--- config.mk ---
export PLATFORM = sky130hd
export DESIGN_NAME = axis_mem_exerciser_flat
export DESIGN_NICKNAME = d
export VERILOG_FILES = /design/src/rtl/axis_exer_pkg.sv /design/src/rtl/axis_mem_exerciser_if.sv /design/src/rtl/axis_exer_checker.sv /design/src/rtl/axis_mem_exerciser.sv /design/src/flat_wrapper.sv
export SDC_FILE = /design/constraint.sdc
export NUM_CORES = 1
export LEC_CHECK = 0
export ABC_CLOCK_PERIOD_IN_PS = 5700
export CAP_MARGIN = 25
export CORE_ASPECT_RATIO = 0.7
export CORE_UTILIZATION = 40
export DETAILED_ROUTE_END_ITERATION = 16
export PLACE_DENSITY_LB_ADDON = 0.3
export SYNTH_ARGS = -nofsm -noshare
export SYNTH_HDL_FRONTEND = slang
export SYNTH_HIERARCHICAL = 1
export SYNTH_SLANG_ARGS = --single-unit
--- constraint.sdc ---
create_clock -name aclk -period 5.7 [get_ports aclk]
set_input_delay 0.855 -clock aclk [delete_from_list [all_inputs] [get_ports aclk]]
set_output_delay 0.855 -clock aclk [all_outputs]
set_load 0.1 [all_outputs]
--- src/rtl/axis_exer_pkg.sv ---
// Shared types and helpers for the AXI-Stream memory exerciser: FSM state
// enumeration, beat pattern generator and saturating adder.
package axis_exer_pkg;

  localparam int unsigned PAT_MAX_W = 512;

  typedef enum logic [1:0] {
    IDLE,
    WRITE,
    READ,
    DONE
  } exer_state_e;

  // Beat i carries seed + i; callers truncate to their data width, which
  // gives the modulo-2^DATA_WIDTH wrap.
  function automatic logic [PAT_MAX_W-1:0] pattern(input logic [PAT_MAX_W-1:0] seed,
                                                   input logic [PAT_MAX_W-1:0] idx);
    return seed + idx;
  endfunction

  function automatic logic [31:0] sat_add(input logic [31:0] val,
                                          input logic [31:0] inc,
                                          input logic [31:0] max);
    logic [32:0] sum;
    sum = {1'b0, val} + {1'b0, inc};
    return (sum > {1'b0, max}) ? max : sum[31:0];
  endfunction

endpackage

--- src/rtl/axis_mem_exerciser_if.sv ---
// Stream bundle between the exerciser and the memory controller: the write
// stream (exerciser -> controller) and the read stream (controller -> exerciser).
interface axis_mem_exerciser_if #(
  parameter int unsigned DATA_WIDTH = 32
);
  logic [DATA_WIDTH-1:0]   m00_axis_wr_tdata;
  logic [DATA_WIDTH/8-1:0] m00_axis_tstrb;
  logic                    m00_axis_tvalid;
  logic                    m00_axis_tlast;
  logic                    m00_axis_tready;
  logic [DATA_WIDTH-1:0]   s00_axis_rd_tdata;
  logic [DATA_WIDTH/8-1:0] s00_axis_tstrb;
  logic                    s00_axis_tvalid;
  logic                    s00_axis_tlast;
  logic                    s00_axis_tready;

  modport master (
    output m00_axis_wr_tdata, m00_axis_tstrb, m00_axis_tvalid, m00_axis_tlast,
    input  m00_axis_tready,
    input  s00_axis_rd_tdata, s00_axis_tstrb, s00_axis_tvalid, s00_axis_tlast,
    output s00_axis_tready
  );

  modport slave (
    input  m00_axis_wr_tdata, m00_axis_tstrb, m00_axis_tvalid, m00_axis_tlast,
    output m00_axis_tready,
    output s00_axis_rd_tdata, s00_axis_tstrb, s00_axis_tvalid, s00_axis_tlast,
    input  s00_axis_tready
  );
endinterface

--- src/rtl/axis_exer_checker.sv ---
// Read-beat checker: data and tlast compare, one error per bad beat, plus an
// optional bulk penalty, accumulated into a saturating error counter.
module axis_exer_checker
  import axis_exer_pkg::*;
#(
  parameter int unsigned DATA_WIDTH = 32,
  parameter int unsigned CNT_WIDTH  = 13
) (
  input  logic                  aclk,
  input  logic                  areset,
  input  logic                  clear,
  input  logic                  beat_fire,
  input  logic [DATA_WIDTH-1:0] exp_data,
  input  logic                  exp_last,
  input  logic [DATA_WIDTH-1:0] rd_tdata,
  input  logic                  rd_tlast,
  input  logic                  pen_en,
  input  logic [CNT_WIDTH-1:0]  pen_cnt,
  output logic [CNT_WIDTH-1:0]  err_count,
  output logic [CNT_WIDTH-1:0]  err_next
);

  localparam logic [31:0] ERR_MAX = 32'((64'd1 << CNT_WIDTH) - 64'd1);

  logic        beat_bad;
  logic [31:0] inc;

  assign beat_bad = beat_fire && ((rd_tdata != exp_data) || (rd_tlast != exp_last));

  always_comb begin
    inc = '0;
    if (beat_bad) inc = 32'd1;
    if (pen_en)   inc = inc + 32'(pen_cnt);
    err_next = clear ? '0 : CNT_WIDTH'(sat_add(32'(err_count), inc, ERR_MAX));
  end

  always_ff @(posedge aclk) begin
    if (areset) err_count <= '0;
    else        err_count <= err_next;
  end

endmodule

--- src/rtl/axis_mem_exerciser.sv ---
// Stream-side memory exerciser: writes a seed+i burst, reads it back and checks it.
// Optional read watchdog enabled by defining AXIS_EXER_WATCHDOG_EN.
module axis_mem_exerciser
  import axis_exer_pkg::*;
#(
  parameter int unsigned DATA_WIDTH     = 32,
  parameter int unsigned BURST_LEN      = 16,
  parameter int unsigned CNT_WIDTH      = 13,
  parameter int unsigned TIMEOUT_CYCLES = 1024
) (
  input  logic                  aclk,
  input  logic                  areset,
  input  logic                  start,
  input  logic [DATA_WIDTH-1:0] seed,
  output logic                  busy,
  output logic                  done,
  output logic                  pass,
  output logic [CNT_WIDTH-1:0]  err_count,
  axis_mem_exerciser_if.master  bus
);

  localparam int unsigned          STRB_W   = DATA_WIDTH / 8;
  localparam logic [CNT_WIDTH-1:0] LAST_IDX = CNT_WIDTH'(BURST_LEN - 1);

  exer_state_e           state_q, state_d;
  logic [CNT_WIDTH-1:0]  beat_q, beat_d, beat_inc;
  logic [DATA_WIDTH-1:0] seed_q, seed_d, wdata_q, wdata_d, exp_data;
  logic                  wvalid_q, wvalid_d, wlast_q, wlast_d, rready_q, rready_d;
  logic                  busy_q, busy_d, done_q, done_d, pass_q, pass_d;
  logic                  wr_fire, rd_fire, clr_errs, pen_en;
  logic [CNT_WIDTH-1:0]  pen_cnt, err_next;
  logic                  unused_rd_strb;

  function automatic logic [DATA_WIDTH-1:0] pat(input logic [DATA_WIDTH-1:0] s,
                                                input logic [CNT_WIDTH-1:0]  i);
    return DATA_WIDTH'(pattern(PAT_MAX_W'(s), PAT_MAX_W'(i)));
  endfunction

  assign wr_fire        = wvalid_q && bus.m00_axis_tready;
  assign rd_fire        = rready_q && bus.s00_axis_tvalid;
  assign beat_inc       = beat_q + 1'b1;
  assign exp_data       = pat(seed_q, beat_q);
  assign unused_rd_strb = ^bus.s00_axis_tstrb;

`ifdef AXIS_EXER_WATCHDOG_EN
  logic [31:0] wd_q;
  // Expiry fires on the TIMEOUT_CYCLES-th consecutive idle READ cycle.
  assign pen_en  = (state_q == READ) && !rd_fire && (wd_q == 32'(TIMEOUT_CYCLES - 1));
  assign pen_cnt = CNT_WIDTH'(BURST_LEN) - beat_q;

  always_ff @(posedge aclk) begin
    if (areset || state_q != READ || rd_fire) wd_q <= '0;
    else                                      wd_q <= wd_q + 32'd1;
  end
`else
  localparam int unsigned unused_timeout = TIMEOUT_CYCLES;
  assign pen_en  = 1'b0;
  assign pen_cnt = '0;
`endif

  always_comb begin
    state_d  = state_q;
    beat_d   = beat_q;
    seed_d   = seed_q;
    wdata_d  = wdata_q;
    wvalid_d = wvalid_q;
    wlast_d  = wlast_q;
    rready_d = rready_q;
    busy_d   = busy_q;
    done_d   = 1'b0;
    pass_d   = pass_q;
    clr_errs = 1'b0;
    unique case (state_q)
      IDLE: if (start) begin
        state_d  = WRITE;
        seed_d   = seed;
        beat_d   = '0;
        clr_errs = 1'b1;
        busy_d   = 1'b1;
        pass_d   = 1'b0;
        wvalid_d = 1'b1;
        wdata_d  = pat(seed, '0);
        wlast_d  = (BURST_LEN == 1);
      end
      WRITE: if (wr_fire) begin
        if (beat_q == LAST_IDX) begin
          state_d  = READ;
          beat_d   = '0;
          wvalid_d = 1'b0;
          wdata_d  = '0;
          wlast_d  = 1'b0;
          rready_d = 1'b1;
        end else begin
          beat_d  = beat_inc;
          wdata_d = pat(seed_q, beat_inc);
          wlast_d = (beat_inc == LAST_IDX);
        end
      end
      READ: begin
        // pass is taken from the checker's next value so it covers the final beat.
        if ((rd_fire && beat_q == LAST_IDX) || pen_en) begin
          state_d  = DONE;
          beat_d   = '0;
          rready_d = 1'b0;
          busy_d   = 1'b0;
          done_d   = 1'b1;
          pass_d   = (err_next == '0) && !pen_en;
        end else if (rd_fire) begin
          beat_d = beat_inc;
        end
      end
      DONE:    state_d = IDLE;
      default: state_d = IDLE;
    endcase
  end

  always_ff @(posedge aclk) begin
    if (areset) begin
      state_q  <= IDLE;
      beat_q   <= '0;
      seed_q   <= '0;
      wdata_q  <= '0;
      wvalid_q <= 1'b0;
      wlast_q  <= 1'b0;
      rready_q <= 1'b0;
      busy_q   <= 1'b0;
      done_q   <= 1'b0;
      pass_q   <= 1'b0;
    end else begin
      state_q  <= state_d;
      beat_q   <= beat_d;
      seed_q   <= seed_d;
      wdata_q  <= wdata_d;
      wvalid_q <= wvalid_d;
      wlast_q  <= wlast_d;
      rready_q <= rready_d;
      busy_q   <= busy_d;
      done_q   <= done_d;
      pass_q   <= pass_d;
    end
  end

  axis_exer_checker #(
    .DATA_WIDTH (DATA_WIDTH),
    .CNT_WIDTH  (CNT_WIDTH)
  ) u_checker (
    .aclk      (aclk),
    .areset    (areset),
    .clear     (clr_errs),
    .beat_fire (rd_fire),
    .exp_data  (exp_data),
    .exp_last  (beat_q == LAST_IDX),
    .rd_tdata  (bus.s00_axis_rd_tdata),
    .rd_tlast  (bus.s00_axis_tlast),
    .pen_en    (pen_en),
    .pen_cnt   (pen_cnt),
    .err_count (err_count),
    .err_next  (err_next)
  );

  assign bus.m00_axis_wr_tdata = wdata_q;
  assign bus.m00_axis_tstrb    = {STRB_W{wvalid_q}};
  assign bus.m00_axis_tvalid   = wvalid_q;
  assign bus.m00_axis_tlast    = wlast_q;
  assign bus.s00_axis_tready   = rready_q;
  assign busy                  = busy_q;
  assign done                  = done_q;
  assign pass                  = pass_q;

endmodule

--- src/flat_wrapper.sv ---
// flat-port wrapper written by rule: the top's interface ports become plain ports
module axis_mem_exerciser_flat import axis_exer_pkg::*;
#(
  parameter int unsigned DATA_WIDTH     = 32,
  parameter int unsigned BURST_LEN      = 16,
  parameter int unsigned CNT_WIDTH      = 13,
  parameter int unsigned TIMEOUT_CYCLES = 1024
)
  (aclk, areset, start, seed, busy, done, pass, err_count, bus_m00_axis_wr_tdata, bus_m00_axis_tstrb, bus_m00_axis_tvalid, bus_m00_axis_tlast, bus_m00_axis_tready, bus_s00_axis_rd_tdata, bus_s00_axis_tstrb, bus_s00_axis_tvalid, bus_s00_axis_tlast, bus_s00_axis_tready);
  axis_mem_exerciser_if #(.DATA_WIDTH(DATA_WIDTH)) bus_i ();
  input  logic aclk;
  input  logic areset;
  input  logic start;
  input  logic [DATA_WIDTH-1:0] seed;
  output logic busy;
  output logic done;
  output logic pass;
  output logic [CNT_WIDTH-1:0] err_count;
  output wire logic [$bits(bus_i.m00_axis_wr_tdata)-1:0] bus_m00_axis_wr_tdata;
  output wire logic [$bits(bus_i.m00_axis_tstrb)-1:0] bus_m00_axis_tstrb;
  output wire logic [$bits(bus_i.m00_axis_tvalid)-1:0] bus_m00_axis_tvalid;
  output wire logic [$bits(bus_i.m00_axis_tlast)-1:0] bus_m00_axis_tlast;
  input wire logic [$bits(bus_i.m00_axis_tready)-1:0] bus_m00_axis_tready;
  input wire logic [$bits(bus_i.s00_axis_rd_tdata)-1:0] bus_s00_axis_rd_tdata;
  input wire logic [$bits(bus_i.s00_axis_tstrb)-1:0] bus_s00_axis_tstrb;
  input wire logic [$bits(bus_i.s00_axis_tvalid)-1:0] bus_s00_axis_tvalid;
  input wire logic [$bits(bus_i.s00_axis_tlast)-1:0] bus_s00_axis_tlast;
  output wire logic [$bits(bus_i.s00_axis_tready)-1:0] bus_s00_axis_tready;
  assign bus_m00_axis_wr_tdata = bus_i.m00_axis_wr_tdata;
  assign bus_m00_axis_tstrb = bus_i.m00_axis_tstrb;
  assign bus_m00_axis_tvalid = bus_i.m00_axis_tvalid;
  assign bus_m00_axis_tlast = bus_i.m00_axis_tlast;
  assign bus_i.m00_axis_tready = bus_m00_axis_tready;
  assign bus_i.s00_axis_rd_tdata = bus_s00_axis_rd_tdata;
  assign bus_i.s00_axis_tstrb = bus_s00_axis_tstrb;
  assign bus_i.s00_axis_tvalid = bus_s00_axis_tvalid;
  assign bus_i.s00_axis_tlast = bus_s00_axis_tlast;
  assign bus_s00_axis_tready = bus_i.s00_axis_tready;
  axis_mem_exerciser #(.DATA_WIDTH(DATA_WIDTH), .BURST_LEN(BURST_LEN), .CNT_WIDTH(CNT_WIDTH), .TIMEOUT_CYCLES(TIMEOUT_CYCLES)) u_core (.aclk(aclk), .areset(areset), .start(start), .seed(seed), .busy(busy), .done(done), .pass(pass), .err_count(err_count), .bus(bus_i));
endmodule
# --- Yosys cells after proc, flatten, opt, wreduce, memory -nomap -nowiden ---
# Cells that the tools add are included.
word_totals:
  ff_bits: 98
  input_bits: 74
  output_inout_bits: 55
  word_cells: 84
op_classes:
  add_sub_neg: 4
  magnitude_cmp: 1
  n_eq_ne: 12
  n_mux: 36
  n_bitwise: 1
  n_reduce_logical: 19
op_table:
  columns: ["cell", "n"]
  rows:
  - ["32-bit 2-to-1 mux", 3]
  - ["13-bit 2-to-1 mux", 7]
  - ["32-bit by 13-bit adder with 32-bit output", 2]
  - ["32-bit one-hot mux with 2 select lines", 1]
  - ["13-bit one-hot mux with 3 select lines", 1]
  - ["32-bit != test", 1]
  - ["13-bit by 4-bit == test with 1-bit output, second input constant", 2]
  - ["4-bit AND reduction", 4]
  - ["13-bit by 1-bit adder with 14-bit output", 1]
  - ["14-bit by 13-bit > comparator with 1-bit output, second input constant", 1]
  - ["1-bit 2-to-1 mux", 14]
  - ["13-bit by 1-bit adder with 13-bit output, second input constant", 1]
  - ["13-bit logical NOT", 1]
  - ["1-bit one-hot mux with 2 select lines", 5]
  - ["2-bit 2-to-1 mux", 4]
  - ["2-bit one-hot mux with 4 select lines", 1]
  - ["3-bit AND reduction", 2]
  - ["2-bit nonzero test", 3]
  - ["2-bit == test, second input constant", 2]
  - ["1-bit logical AND", 4]
  - ["2-bit by 1-bit != test with 1-bit output, second input constant", 2]
  - ["2-bit != test, second input constant", 2]
  - ["3-bit by 1-bit != test with 1-bit output, second input constant", 1]
  - ["3-bit nonzero test", 1]
  - ["7 further kinds", 7]

# --- Logic depth before layout (Yosys ltp) ---
# Gate-level depths: netlist of run 1.
depth:
  word_depth: 12
  mapped_depth: 32

# --- Hierarchy ---
# The synthesis of run 1 kept the hierarchy.
by_module_without_submodules:
  columns: ["mod", "n_inst", "cells_each", "area_each_um2", "seq_area_each_um2"]
  rows:
  - ["axis_mem_exerciser", 1, 764, 5929.4, 1701.6]
  - ["axis_exer_checker", 1, 255, 2050.7, 260.2]

# --- Least setup slack after synthesis of run 1 ---
# OpenSTA, ideal clock, no wires.
synth_path:
  path_type: "register to register"
  start: "register u_core.beat_q[0]"
  end: "register u_core.pass_q (netlist: u_core/pass)"
  setup_time_ns: 0.132
  arrival_time_ns: 4.910
  t_required_ns: 5.568
  path_slack_ns: 0.658
  stages_incl_launch_ff: 26
  n_path_buf: 1
  period_less_slack_ns: 5.042
  path_cell_list: "dfxtp_1 ha_1 inv_1 fa_1 nor2b_1 o2111ai_1 o211ai_1 a311o_1 buf_2 nand2_1 xnor2_1 xnor2_1 nand4_1 nor4_1 nand3_1 a22o_1 ha_1 fa_1 a211o_1 a211o_1 a311o_1 a211o_1 o211ai_2 nor4_1 nand4b_1 a21oi_1"
synth_via:
  elab_chain_cells: 12
  elab_cells_between_ends: 17
  classes_between: "add/sub: 2; order compare: 1; eq/ne: 4; mux: 5; reduce/logical: 5"
synth_lines:
  columns: ["item", "line_no", "text"]
  rows:
  - ["from (decl)", "axis_mem_exerciser.sv:26", "logic [CNT_WIDTH-1:0] beat_q, beat_d, beat_inc;"]
  - ["from (signal assigned)", "axis_mem_exerciser.sv:131", "beat_q <= beat_d;"]
  - ["32-bit by 13-bit adder with 32-bit output (*)", "axis_exer_pkg.sv:18", "return seed + idx;"]
  - ["named net u_core.exp_data[24]", "axis_mem_exerciser.sv:27", "logic [DATA_WIDTH-1:0] seed_q, seed_d, wdata_q, wdata_d, exp_data;"]
  - ["32-bit != test (*)", "axis_exer_checker.sv:28", "assign beat_bad = beat_fire && ((rd_tdata != exp_data) || (rd_tlast != exp_last));"]
  - ["1-bit logical OR (*)", "axis_exer_checker.sv:28", null]
  - ["1-bit logical AND (*)", "axis_exer_checker.sv:28", null]
  - ["1-bit 2-to-1 mux (*)", "axis_exer_checker.sv:32", "if (beat_bad) inc = 32'd1;"]
  - ["13-bit by 1-bit adder with 14-bit output (*)", "axis_exer_pkg.sv:25", "sum = {1'b0, val} + {1'b0, inc};"]
  - ["14-bit by 13-bit > comparator with 1-bit output", "axis_exer_pkg.sv:26", "return (sum > {1'b0, max}) ? max : sum[31:0];"]
  - ["13-bit 2-to-1 mux (*)", "axis_exer_pkg.sv:26", null]
  - ["13-bit 2-to-1 mux (*)", "axis_exer_checker.sv:34", "err_next = clear ? '0 : CNT_WIDTH'(sat_add(32'(err_count), inc, ERR_MAX));"]
  - ["named net u_core.err_next[12]", "axis_mem_exerciser.sv:31", "logic [CNT_WIDTH-1:0] pen_cnt, err_next;"]
  - ["13-bit logical NOT (*)", "axis_mem_exerciser.sv:107", "pass_d = (err_next == '0) && !pen_en;"]
  - ["1-bit 2-to-1 mux (*)", "axis_mem_exerciser.sv:101", "if ((rd_fire && beat_q == LAST_IDX) || pen_en) begin"]
  - ["1-bit one-hot mux with 2 select lines (*)", "axis_mem_exerciser.sv:73", "unique case (state_q)"]
  - ["to (signal assigned)", "axis_mem_exerciser.sv:139", "pass_q <= pass_d;"]
  - ["to (decl)", "axis_mem_exerciser.sv:29", "logic busy_q, busy_d, done_q, done_d, pass_q, pass_d;"]
# The timed path passes the listed nets; every way through them passes the cells marked *. The select of a mux whose other input is x is not followed.
# A chain may end at the register's enable or synchronous reset.

# --- Final worst setup path of run 1 ---
layout_path:
  start: "register u_core.seed_q[0]"
  end: "register u_core.pass_q (netlist: u_core/pass)"
layout_via:
  elab_chain_cells: 12
layout_lines:
  columns: ["item", "line_no", "text"]
  rows:
  - ["from (decl)", "axis_mem_exerciser.sv:27", null]
  - ["from (signal assigned)", "axis_mem_exerciser.sv:121", "seed_q <= '0;"]
  - ["from (signal assigned)", "axis_mem_exerciser.sv:132", "seed_q <= seed_d;"]
  - ["32-bit by 13-bit adder with 32-bit output (*)", "axis_exer_pkg.sv:18", null]
  - ["named net u_core.exp_data[16]", "axis_mem_exerciser.sv:27", null]
  - ["32-bit != test (*)", "axis_exer_checker.sv:28", null]
  - ["1-bit logical OR (*)", "axis_exer_checker.sv:28", null]
  - ["1-bit logical AND (*)", "axis_exer_checker.sv:28", null]
  - ["1-bit 2-to-1 mux (*)", "axis_exer_checker.sv:32", null]
  - ["13-bit by 1-bit adder with 14-bit output (*)", "axis_exer_pkg.sv:25", null]
  - ["14-bit by 13-bit > comparator with 1-bit output", "axis_exer_pkg.sv:26", null]
  - ["13-bit 2-to-1 mux (*)", "axis_exer_pkg.sv:26", null]
  - ["13-bit 2-to-1 mux (*)", "axis_exer_checker.sv:34", null]
  - ["named net u_core.err_next[12]", "axis_mem_exerciser.sv:31", null]
  - ["13-bit logical NOT (*)", "axis_mem_exerciser.sv:107", null]
  - ["1-bit 2-to-1 mux (*)", "axis_mem_exerciser.sv:101", null]
  - ["1-bit one-hot mux with 2 select lines (*)", "axis_mem_exerciser.sv:73", null]
# Marked as above.

==> impl_metrics.env, run 1 <==
export IMPL_syn2layout_area_growth_pct=28.0
export IMPL_dp_cells=1446
export IMPL_port_buffers=124
export IMPL_critPathMaxFanout=9
export IMPL_die_h_um=120
export IMPL_maxCapViolCount=0
export IMPL_die_w_um=171
export IMPL_setup_viol=0
export IMPL_synth_fa_ha_area_share_pct=9.06
export IMPL_ir_drop_mv=0.243
export IMPL_synth_ff_type="dfxtp_1"
export IMPL_yosysMostFrequentCell="nand2_1"
export IMPL_synth_common_cells="nand2_1, dfxtp_1, xnor2_1"
export IMPL_status="finished, final reports clean"
export IMPL_io_pins=129
export IMPL_vias=8352
export IMPL_dpl_hpwl_um=20100
export IMPL_synth_cells=1019
export IMPL_yosysTopAreaCellShare_pct=24.6
export IMPL_cts_buffers_inserted=9
export IMPL_power_leakage_uw=0.00399
export IMPL_worst_pin_slew_ns=1.01
export IMPL_drive_gt1_share_pct=9.82
export IMPL_yosys_cell_types_count=89
export IMPL_drv_slew=0
export IMPL_wl_per_cell_um=18.1
export IMPL_rows=42
export IMPL_crit_arrival_ns=5.85
export IMPL_hold_path_class="register to register"
export IMPL_viasPerCell=5.70
export IMPL_hold_viol_final=0
export IMPL_synth_warnings=6
export IMPL_critPathKind="register to register"
export IMPL_synth_largest_area_cell="dfxtp_1"
export IMPL_end_kind="register"
export IMPL_layout_nets=1327
export IMPL_synth_edff_count=0
export IMPL_yosysSeqAreaShare_pct=24.6
export IMPL_grt_max_degree=92
export IMPL_hold_buffers=0
export IMPL_async_flop_share_pct=0
export IMPL_diodes=0
export IMPL_synth_area_per_cell_sq_um=7.83
export IMPL_clkSinkCount=98
export IMPL_overflow=0
export IMPL_start_util_pct=41.5
export IMPL_antenna_found_initial=0
export IMPL_synthTopCellsByArea="dfxtp_1, xnor2_1, ha_1"
export IMPL_syn_area_sq_mm=0.00798
export IMPL_cts_root_buf="clkbuf_16"
export IMPL_synth_compound_area_share_pct=24.0
export IMPL_start_kind="register"
export IMPL_dieArea_sq_mm=0.0205
export IMPL_grt_pass1_wl_um=40900
export IMPL_muxShareOfSynthArea_pct=0.392
export IMPL_tritoncts="yes"
export IMPL_drt_iter0_markers=780
export IMPL_wl_um=26600
export IMPL_drt_first_pass_iters=5
export IMPL_clkSlewWorstSetupHoldPaths_ns=0.07
export IMPL_finClkSkew_ns=0.00929
export IMPL_fmax_ghz=0.180
export IMPL_pwr_density_cell_mw_per_mm2=386
export IMPL_maxSlewHeadroom_pct=32.4
export IMPL_rsz0062_at_grt="yes"
export IMPL_grt_pass1_vias=7353
export IMPL_drcViolationCount=0
export IMPL_synth_xor_area_share_pct=12.7
export IMPL_clock_latency_ns=0.36
export IMPL_ys_seq_elements=98
export IMPL_synth_top_family_by_area="simple AND/OR/NAND/NOR gates"
export IMPL_yosys_area_share_simple_pct=24.6
export IMPL_ant_nets=0
export IMPL_coreArea_sq_mm=0.0192
export IMPL_post_route_util_pct=53.1
export IMPL_whs_ns=0.451
export IMPL_cts_max_path_buffers=2
export IMPL_grtUsageTotal_pct=25.8
export IMPL_crit_required_ns=5.99
export IMPL_finalCritPeriodShare_pct=97.7
export IMPL_finalNonFillerCells=1466
export IMPL_place_congestion=0.986
export IMPL_cts_htree_levels=3
export IMPL_fin_setup_tns_ns=0
export IMPL_period_minus_slack_ns=5.57
## registers in the layout (all words and copies together) (netlist names), 2 cells and up
| signal | count |
|---|---|
| u_core/u_checker/err_count | 13 |
| u_core/beat_q | 13 |
| u_core/state_q | 2 |
| u_core/seed_q | 32 |
| u_core/bus.m00_axis_wr_tdata | 32 |
## metrics by stage
step / setup slack [ns] / power [uW] / instance area (sq um)
2_1_floorplan: 0.658 / 2680 / 8180
3_3_place_gp: 0.00479 / 3250 / 9770
3_5_place_dp: -0.0834 / 3270 / 9780
4_1_cts: 0.0219 / 3900 / 10100
5_1_grt: -0.157 / 4140 / 10200
6_report: 0.132 / 3950 / 10200
## critical path: stages (launching register included)
cell and delay [ns]:
dfxtp_4 0.37, ha_4 0.13, inv_1 0.05, fa_2 0.39
nor2b_4 0.15, o2111ai_2 0.13, o211ai_1 0.21, a311o_1 0.19
buf_4 0.17, nand3_1 0.13, xnor2_2 0.17, xnor2_1 0.16
nand4_1 0.13, nor3_2 0.22, buf_4 0.14, nand3_2 0.09
a22o_1 0.24, ha_2 0.19, fa_2 0.34, a211o_1 0.33
a211o_1 0.33, a311o_1 0.39, nand4_1 0.16, o211ai_4 0.12
nor4_4 0.23, nand4b_1 0.15, a21oi_1 0.15
## final cells by class
| type | instances | area (sq um) |
|---|---|---|
| clock buffer | 9 | 225 |
| clock inverter | 7 | 60.1 |
| multi-input combinational | 893 | 5950 |
| tap | 264 | 330 |
| sequential | 98 | 1970 |
| timing repair buffer | 167 | 1580 |
| fill | 1855 | 9020 |
| inverter | 28 | 105 |
## what timing repair did
item,4_1_cts,5_1_grt
pin swaps,0,18
endpoints found under the setup margin,1,1
gates resized for setup,3,20
setup buffers,0,4
## power breakdown
group | internal (uW) | total (uW) | switching [uW]
Sequential | 837 | 990 | 153
Clock | 304 | 611 | 308
Combinational | 684 | 2350 | 1660
Total | 1830 | 3950 | 2120
## routing by layer
| metal | global-route usage [%] | share of wire, % |
|---|---|---|
| met5 | 0 | 0 |
| met3 | 5.73 | 10 |
| met4 | 4.13 | 0.67 |
| met2 | 34.9 | 39 |
| met1 | 41.0 | 50 |
## kinds of logic (layout without fill, tap and decap cells)
| kind of cell | after synthesis | in the layout |
|---|---|---|
| muxes | 3 | 3 |
| and+or+nand+nor | 380 | 380 |
| buffers and inverters | 82 | 211 |
| xor gates and xnor gates | 116 | 116 |
| adders and majority gates | 56 | 56 |
| other | 1 | 55 |
| DFF | 98 | 98 |
| AOI/OAI and AO/OA | 283 | 283 |
## path summary, 6_finish.rpt
path | from | endpoint | slack, ns | cells after the start
max | u_core/seed_q[0] | u_core/pass | 0.13 | 26
min | u_core/pass | u_core/pass | 0.45 | 2
max reg2reg | u_core/seed_q[0] | u_core/pass | 0.13 | 26
min reg2reg | u_core/pass | u_core/pass | 0.45 | 2
## placed cells by master, fill, tap and decap left out, drive strengths merged, types with 25 or more instances in the layout
cell type,instances
clkdlybuf4s50,123
nand2,120
dfxtp,98
xnor2,91
a21oi,88
nor2,73
conb,55
ha,53
buf,44
nand3,36
o21ai,34
nand4,31
inv,30
a22oi,26
xor2,25
(Power assumes the default switching activity.)
==> inputs of run 2 (changes only) <==
--- a/config.mk
+++ b/config.mk
@@ -11,6 +11,7 @@
 export CORE_UTILIZATION = 40
 export DETAILED_ROUTE_END_ITERATION = 16
 export PLACE_DENSITY_LB_ADDON = 0.3
+export RECOVER_POWER = 50
 export SYNTH_ARGS = -nofsm -noshare
 export SYNTH_HDL_FRONTEND = slang
 export SYNTH_HIERARCHICAL = 1
==> impl_metrics.env, run 2 (synthesis gave the netlist of run 1 again) <==
export IMPL_diodes=0
export IMPL_grt_util_met3_pct=5.73
export IMPL_antenna_found_initial=0
export IMPL_finClkSkew_ns=0.00976
export IMPL_period_minus_slack_ns=5.55
export IMPL_place_congestion=0.986
export IMPL_slowest_delay_ns=0.39
export IMPL_crit_slowest_cell="fa_2"
export IMPL_grt_pass1_vias=7353
export IMPL_port_buffers=124
export IMPL_grt_max_degree=92
export IMPL_hold_path_startpoint="u_core/pass"
export IMPL_hold_viol_final=0
export IMPL_viasPerCell=5.67
export IMPL_cts_htree_levels=3
export IMPL_setup_viol=0
export IMPL_busiest_layer="met1"
export IMPL_drcViolationCount=0
export IMPL_regArea_sq_mm=0.00197
export IMPL_ir_drop_mv=0.237
export IMPL_critPathKind="register to register"
export IMPL_end_kind="register"
export IMPL_syn2layout_area_growth_pct=27.9
export IMPL_hold_path_class="register to register"
export IMPL_worst_pin_slew_ns=1.09
export IMPL_layout_nets=1327
export IMPL_whs_endpoint="u_core/pass"
export IMPL_post_dp_cell_area_sq_mm=0.00978
export IMPL_drt_iter0_markers=798
export IMPL_vias=8318
export IMPL_coreArea_sq_mm=0.0192
export IMPL_clock_latency_ns=0.36
export IMPL_rsz0062_at_grt="yes"
export IMPL_finalCritPeriodShare_pct=97.3
export IMPL_crit_arrival_ns=5.84
export IMPL_r2r_end="u_core/pass"
export IMPL_holdPathStages=2
export IMPL_ant_nets=0
export IMPL_nFillCells=1857
export IMPL_whs_ns=0.448
export IMPL_rows=42
export IMPL_rr_startpoint="u_core/seed_q[0]"
export IMPL_fmax_ghz=0.180
export IMPL_start_util_pct=41.5
export IMPL_cts_max_path_buffers=2
export IMPL_dpl_hpwl_um=20100
export IMPL_drive_gt1_share_pct=9.65
export IMPL_drt_first_pass_iters=5
export IMPL_r2r_slack_ns=0.15
export IMPL_power_leakage_uw=0.00409
export IMPL_cts_root_buf="clkbuf_16"
export IMPL_maxCapViolCount=0
export IMPL_clkSinkCount=98
export IMPL_design_area_sq_mm=0.0102
export IMPL_wl_um=26400
export IMPL_grtUsageMet2_pct=34.9
export IMPL_grt_pass1_wl_um=40900
export IMPL_grtUsageMet1_pct=41.0
export IMPL_die_h_um=120
export IMPL_pwr_density_cell_mw_per_mm2=384
export IMPL_dieArea_sq_mm=0.0205
export IMPL_maxSlewHeadroom_pct=26.2
export IMPL_status="finished, final reports clean"
export IMPL_overflow=0
export IMPL_io_pins=129
export IMPL_tritoncts="yes"
export IMPL_drv_slew=0
export IMPL_hold_buffers=0
export IMPL_clkSlewWorstSetupHoldPaths_ns=0.07
export IMPL_cts_buffers_inserted=9
export IMPL_final_cell_mix="nand2_1, dfxtp_1, xnor2_1, clkdlybuf4s50_1, a21oi_1"
export IMPL_reg2reg_depth=26
export IMPL_crit_required_ns=5.99
export IMPL_layout_commonest_cell="nand2_1"
export IMPL_multi_input_area_sq_mm=0.00594
export IMPL_start_kind="register"
export IMPL_wl_per_cell_um=18.0
export IMPL_die_w_um=171
export IMPL_critPathMaxFanout=9
export IMPL_grtUsageTotal_pct=25.8
run 2: worst max-delay path by stage:
| stage | endpoint | startpoint | cells after the start | slack, ns |
|---|---|---|---|---|
| after detailed placement | u_core/pass | u_core/seed_q[0] | 27 | -0.08 |
| after floorplan | u_core/pass | u_core/beat_q[0] | 25 | 0.66 |
| after global routing | u_core/pass | u_core/beat_q[0] | 26 | -0.16 |
| after CTS | u_core/pass | u_core/seed_q[0] | 27 | 0.02 |
| after global placement | u_core/pass | u_core/seed_q[0] | 26 | 0.005 |
| final | u_core/pass | u_core/seed_q[0] | 26 | 0.15 |
run 2: where the power goes:
part	internal, uW	switching [uW]	total (uW)	leakage [uW]
clock network	304	306	610	0.000131
logic	660	1660	2320	0.00315
registers	837	151	989	0.000805
run 2: cell type report:
class / instances / share of cell area (%)
Timing Repair Buffer: 167 / 15.4
Clock inverter: 7 / 0.589
Inverter: 28 / 1.03
Tap cell: 264 / 3.24
Clock buffer: 9 / 2.21
Multi-Input combinational cell: 893 / 58.2
Sequential cell: 98 / 19.3
run 2: worst max-delay path, delay by kind of cell (launching register included):
family                   cells  cell delay (ns)
AO/OA/AOI/OAI                9             2.08
AND/OR/NAND/NOR              8             1.27
adder cells (fa/ha/maj)      4             1.06
flip-flops                   1             0.37
buffers and inverters        3             0.36
XOR/XNOR                     2             0.33
run 2: what timing repair did:
item                                    in CTS  in global routing
resized for setup                            3                 20
pin swaps                                    0                 18
endpoints found under the setup margin       1                  1
setup buffers                                0                  4
run 2: metal layers:
metal	routed length, um	vias to the layer above
li1	-	4047
met1	13200	3863
met2	10200	386
met3	2880	22
met4	180	0
met5	0	-
run 2: through the flow:
step                worst slack, ns  setup TNS (ns)  power, uW  std cells  util [%]
floorplan                     0.658               0       2680       1073         -
global placement            0.00479               0       3250       1445      50.8
detailed placement          -0.0834         -0.0834       3270       1446      50.9
CTS                          0.0219               0       3900       1462      52.4
global route                 -0.157          -0.157       4110       1466      53.1
finish                        0.153               0       3920       1466      53.1
==> inputs of run 3 (changes only) <==
--- a/config.mk
+++ b/config.mk
@@ -5,7 +5,7 @@
 export SDC_FILE = /design/constraint.sdc
 export NUM_CORES = 1
 export LEC_CHECK = 0
-export ABC_CLOCK_PERIOD_IN_PS = 5700
+export ABC_CLOCK_PERIOD_IN_PS = 6200
 export CAP_MARGIN = 25
 export CORE_ASPECT_RATIO = 0.7
 export CORE_UTILIZATION = 40
==> constraint.sdc (replaced) <==
create_clock -name aclk -period 6.2 [get_ports aclk]
set_input_delay 0.93 -clock aclk [delete_from_list [all_inputs] [get_ports aclk]]
set_output_delay 0.93 -clock aclk [all_outputs]
set_load 0.1 [all_outputs]
==> impl_metrics.env, run 3 (synthesis gave the netlist of run 1 again) <==
export IMPL_status="finished, final reports clean"
export IMPL_ant_nets=0
export IMPL_dieArea_sq_mm=0.0205
export IMPL_grt_max_degree=92
export IMPL_coreArea_sq_mm=0.0192
export IMPL_layout_commonest_cell="nand2_1"
export IMPL_crit_required_ns=6.48
export IMPL_critPathKind="register to register"
export IMPL_finalNonFillerCells=1439
export IMPL_setup_slack_ns=0.236
export IMPL_cts_buffers_inserted=9
export IMPL_start_util_pct=41.5
export IMPL_crit_arrival_ns=6.25
export IMPL_place_congestion=0.963
export IMPL_port_buffers=124
export IMPL_final_cell_mix="nand2_1, dfxtp_1, xnor2_1, clkdlybuf4s50_1, a21oi_1"
export IMPL_pwr_density_cell_mw_per_mm2=359
export IMPL_finalCritPeriodShare_pct=96.2
export IMPL_power_leakage_uw=0.00396
export IMPL_critPathMaxFanout=4
export IMPL_p_sw_uw=1940
export IMPL_drt_first_pass_iters=6
export IMPL_period_minus_slack_ns=5.96
export IMPL_hold_buffers=0
export IMPL_cts_root_buf="clkbuf_16"
export IMPL_drive_gt1_share_pct=6.64
export IMPL_design_area_sq_mm=0.00993
export IMPL_setup_viol=0
export IMPL_clkSinkCount=98
export IMPL_hold_viol_final=0
export IMPL_diodes=0
export IMPL_finClkSkew_ns=0.00995
export IMPL_dpl_hpwl_um=19900
export IMPL_fmax_ghz=0.168
export IMPL_io_pins=129
export IMPL_die_h_um=120
export IMPL_dp_cells=1416
export IMPL_p_seq_share_pct=25.7
export IMPL_wl_per_cell_um=18.4
export IMPL_clock_latency_ns=0.36
export IMPL_comb_power_share_pct=58.3
export IMPL_clkSlewWorstSetupHoldPaths_ns=0.07
export IMPL_antenna_found_initial=0
export IMPL_cts_htree_levels=3
export IMPL_pre_cts_ws_ns=0.309
export IMPL_layout_nets=1300
export IMPL_syn2layout_area_growth_pct=24.5
export IMPL_hold_path_class="register to register"
export IMPL_clockPowerShare_pct=16.0
export IMPL_grtUsageTotal_pct=25.5
export IMPL_fin_setup_tns_ns=0
export IMPL_tritoncts="yes"
export IMPL_start_kind="register"
export IMPL_drt_iter0_markers=1043
export IMPL_nFillCells=1880
export IMPL_drv_slew=0
export IMPL_viasPerCell=5.79
export IMPL_rows=42
export IMPL_grt_pass1_wl_um=40200
export IMPL_maxSlewHeadroom_pct=20.5
export IMPL_cts_max_path_buffers=2
export IMPL_post_dp_cell_area_sq_mm=0.00955
export IMPL_post_route_util_pct=51.6
export IMPL_ir_drop_mv=0.194
export IMPL_drcViolationCount=0
export IMPL_end_kind="register"
export IMPL_overflow=0
export IMPL_wl_um=26500
export IMPL_maxCapViolCount=0
export IMPL_die_w_um=171
export IMPL_worst_pin_slew_ns=1.18
export IMPL_p_int_uw=1630
export IMPL_switching_share_pct=54.4
export IMPL_grt_pass1_vias=7306
export IMPL_vias=8334
-- run 3: area by class of cell --
type	instances	area, sq um	area share (%)
inverters	28	105	1.06
clock inverters	7	66.3	0.668
clock buffers	9	225	2.27
well taps	264	330	3.33
multi-input cells	894	5900	59.4
repair buffers	139	1350	13.5
flip-flops and latches	98	1960	19.8
-- run 3: power groups by stage --
stage	sequential, uW	combinational (uW)	clock, uW
after floorplan	1530	942	0
after global placement	926	2040	0
after detailed placement	928	2060	0
after CTS	914	2070	584
after global routing	936	2200	603
final	916	2080	571
-- run 3: path summary, 6_finish.rpt --
check                   start          end  slack (ns)  cells past startpoint
max          u_core/seed_q[0]  u_core/pass        0.24                     26
min               u_core/pass  u_core/pass        0.46                      2
max reg2reg  u_core/seed_q[0]  u_core/pass        0.24                     26
min reg2reg       u_core/pass  u_core/pass        0.46                      2
-- run 3: repair_timing --
action	CTS	global route
setup buffers	0	6
endpoints found under the setup margin	0	1
gates resized for setup	0	10
-- run 3: worst max-delay path, cell delays in order (launching register included) --
cell and delay, ns:
dfxtp_2 0.37, ha_2 0.20, inv_1 0.05, fa_1 0.41, nor2b_2 0.17, o2111ai_2 0.17
o211ai_1 0.35, a311o_1 0.32, buf_4 0.15, nand2_1 0.06, xnor2_1 0.15, xnor2_1 0.23
nand4_1 0.16, nor3_2 0.23, nand3_1 0.17, a22o_1 0.22, ha_1 0.21, fa_1 0.43
a211o_1 0.32, a211o_1 0.36, a31oi_1 0.18, xor2_1 0.20, a31oi_1 0.10, nor4_1 0.28
buf_4 0.17, nand4b_1 0.12, a21oi_1 0.14
-- run 3: stage by stage --
| step | hold slack [ns] | power [uW] |
|---|---|---|
| 2_1_floorplan | 0.457 | 2470 |
| 3_3_place_gp | 0.451 | 2970 |
| 3_5_place_dp | 0.454 | 2990 |
| 4_1_cts | 0.465 | 3570 |
| 5_1_grt | 0.503 | 3740 |
| 6_report | 0.459 | 3560 |
-- run 3: metal layers --
metal / share of wire [%] / GRT usage (%)
met5: 0 / 0
met4: 1.8 / 5.52
met3: 10 / 5.76
met2: 37 / 33.8
met1: 50 / 40.5
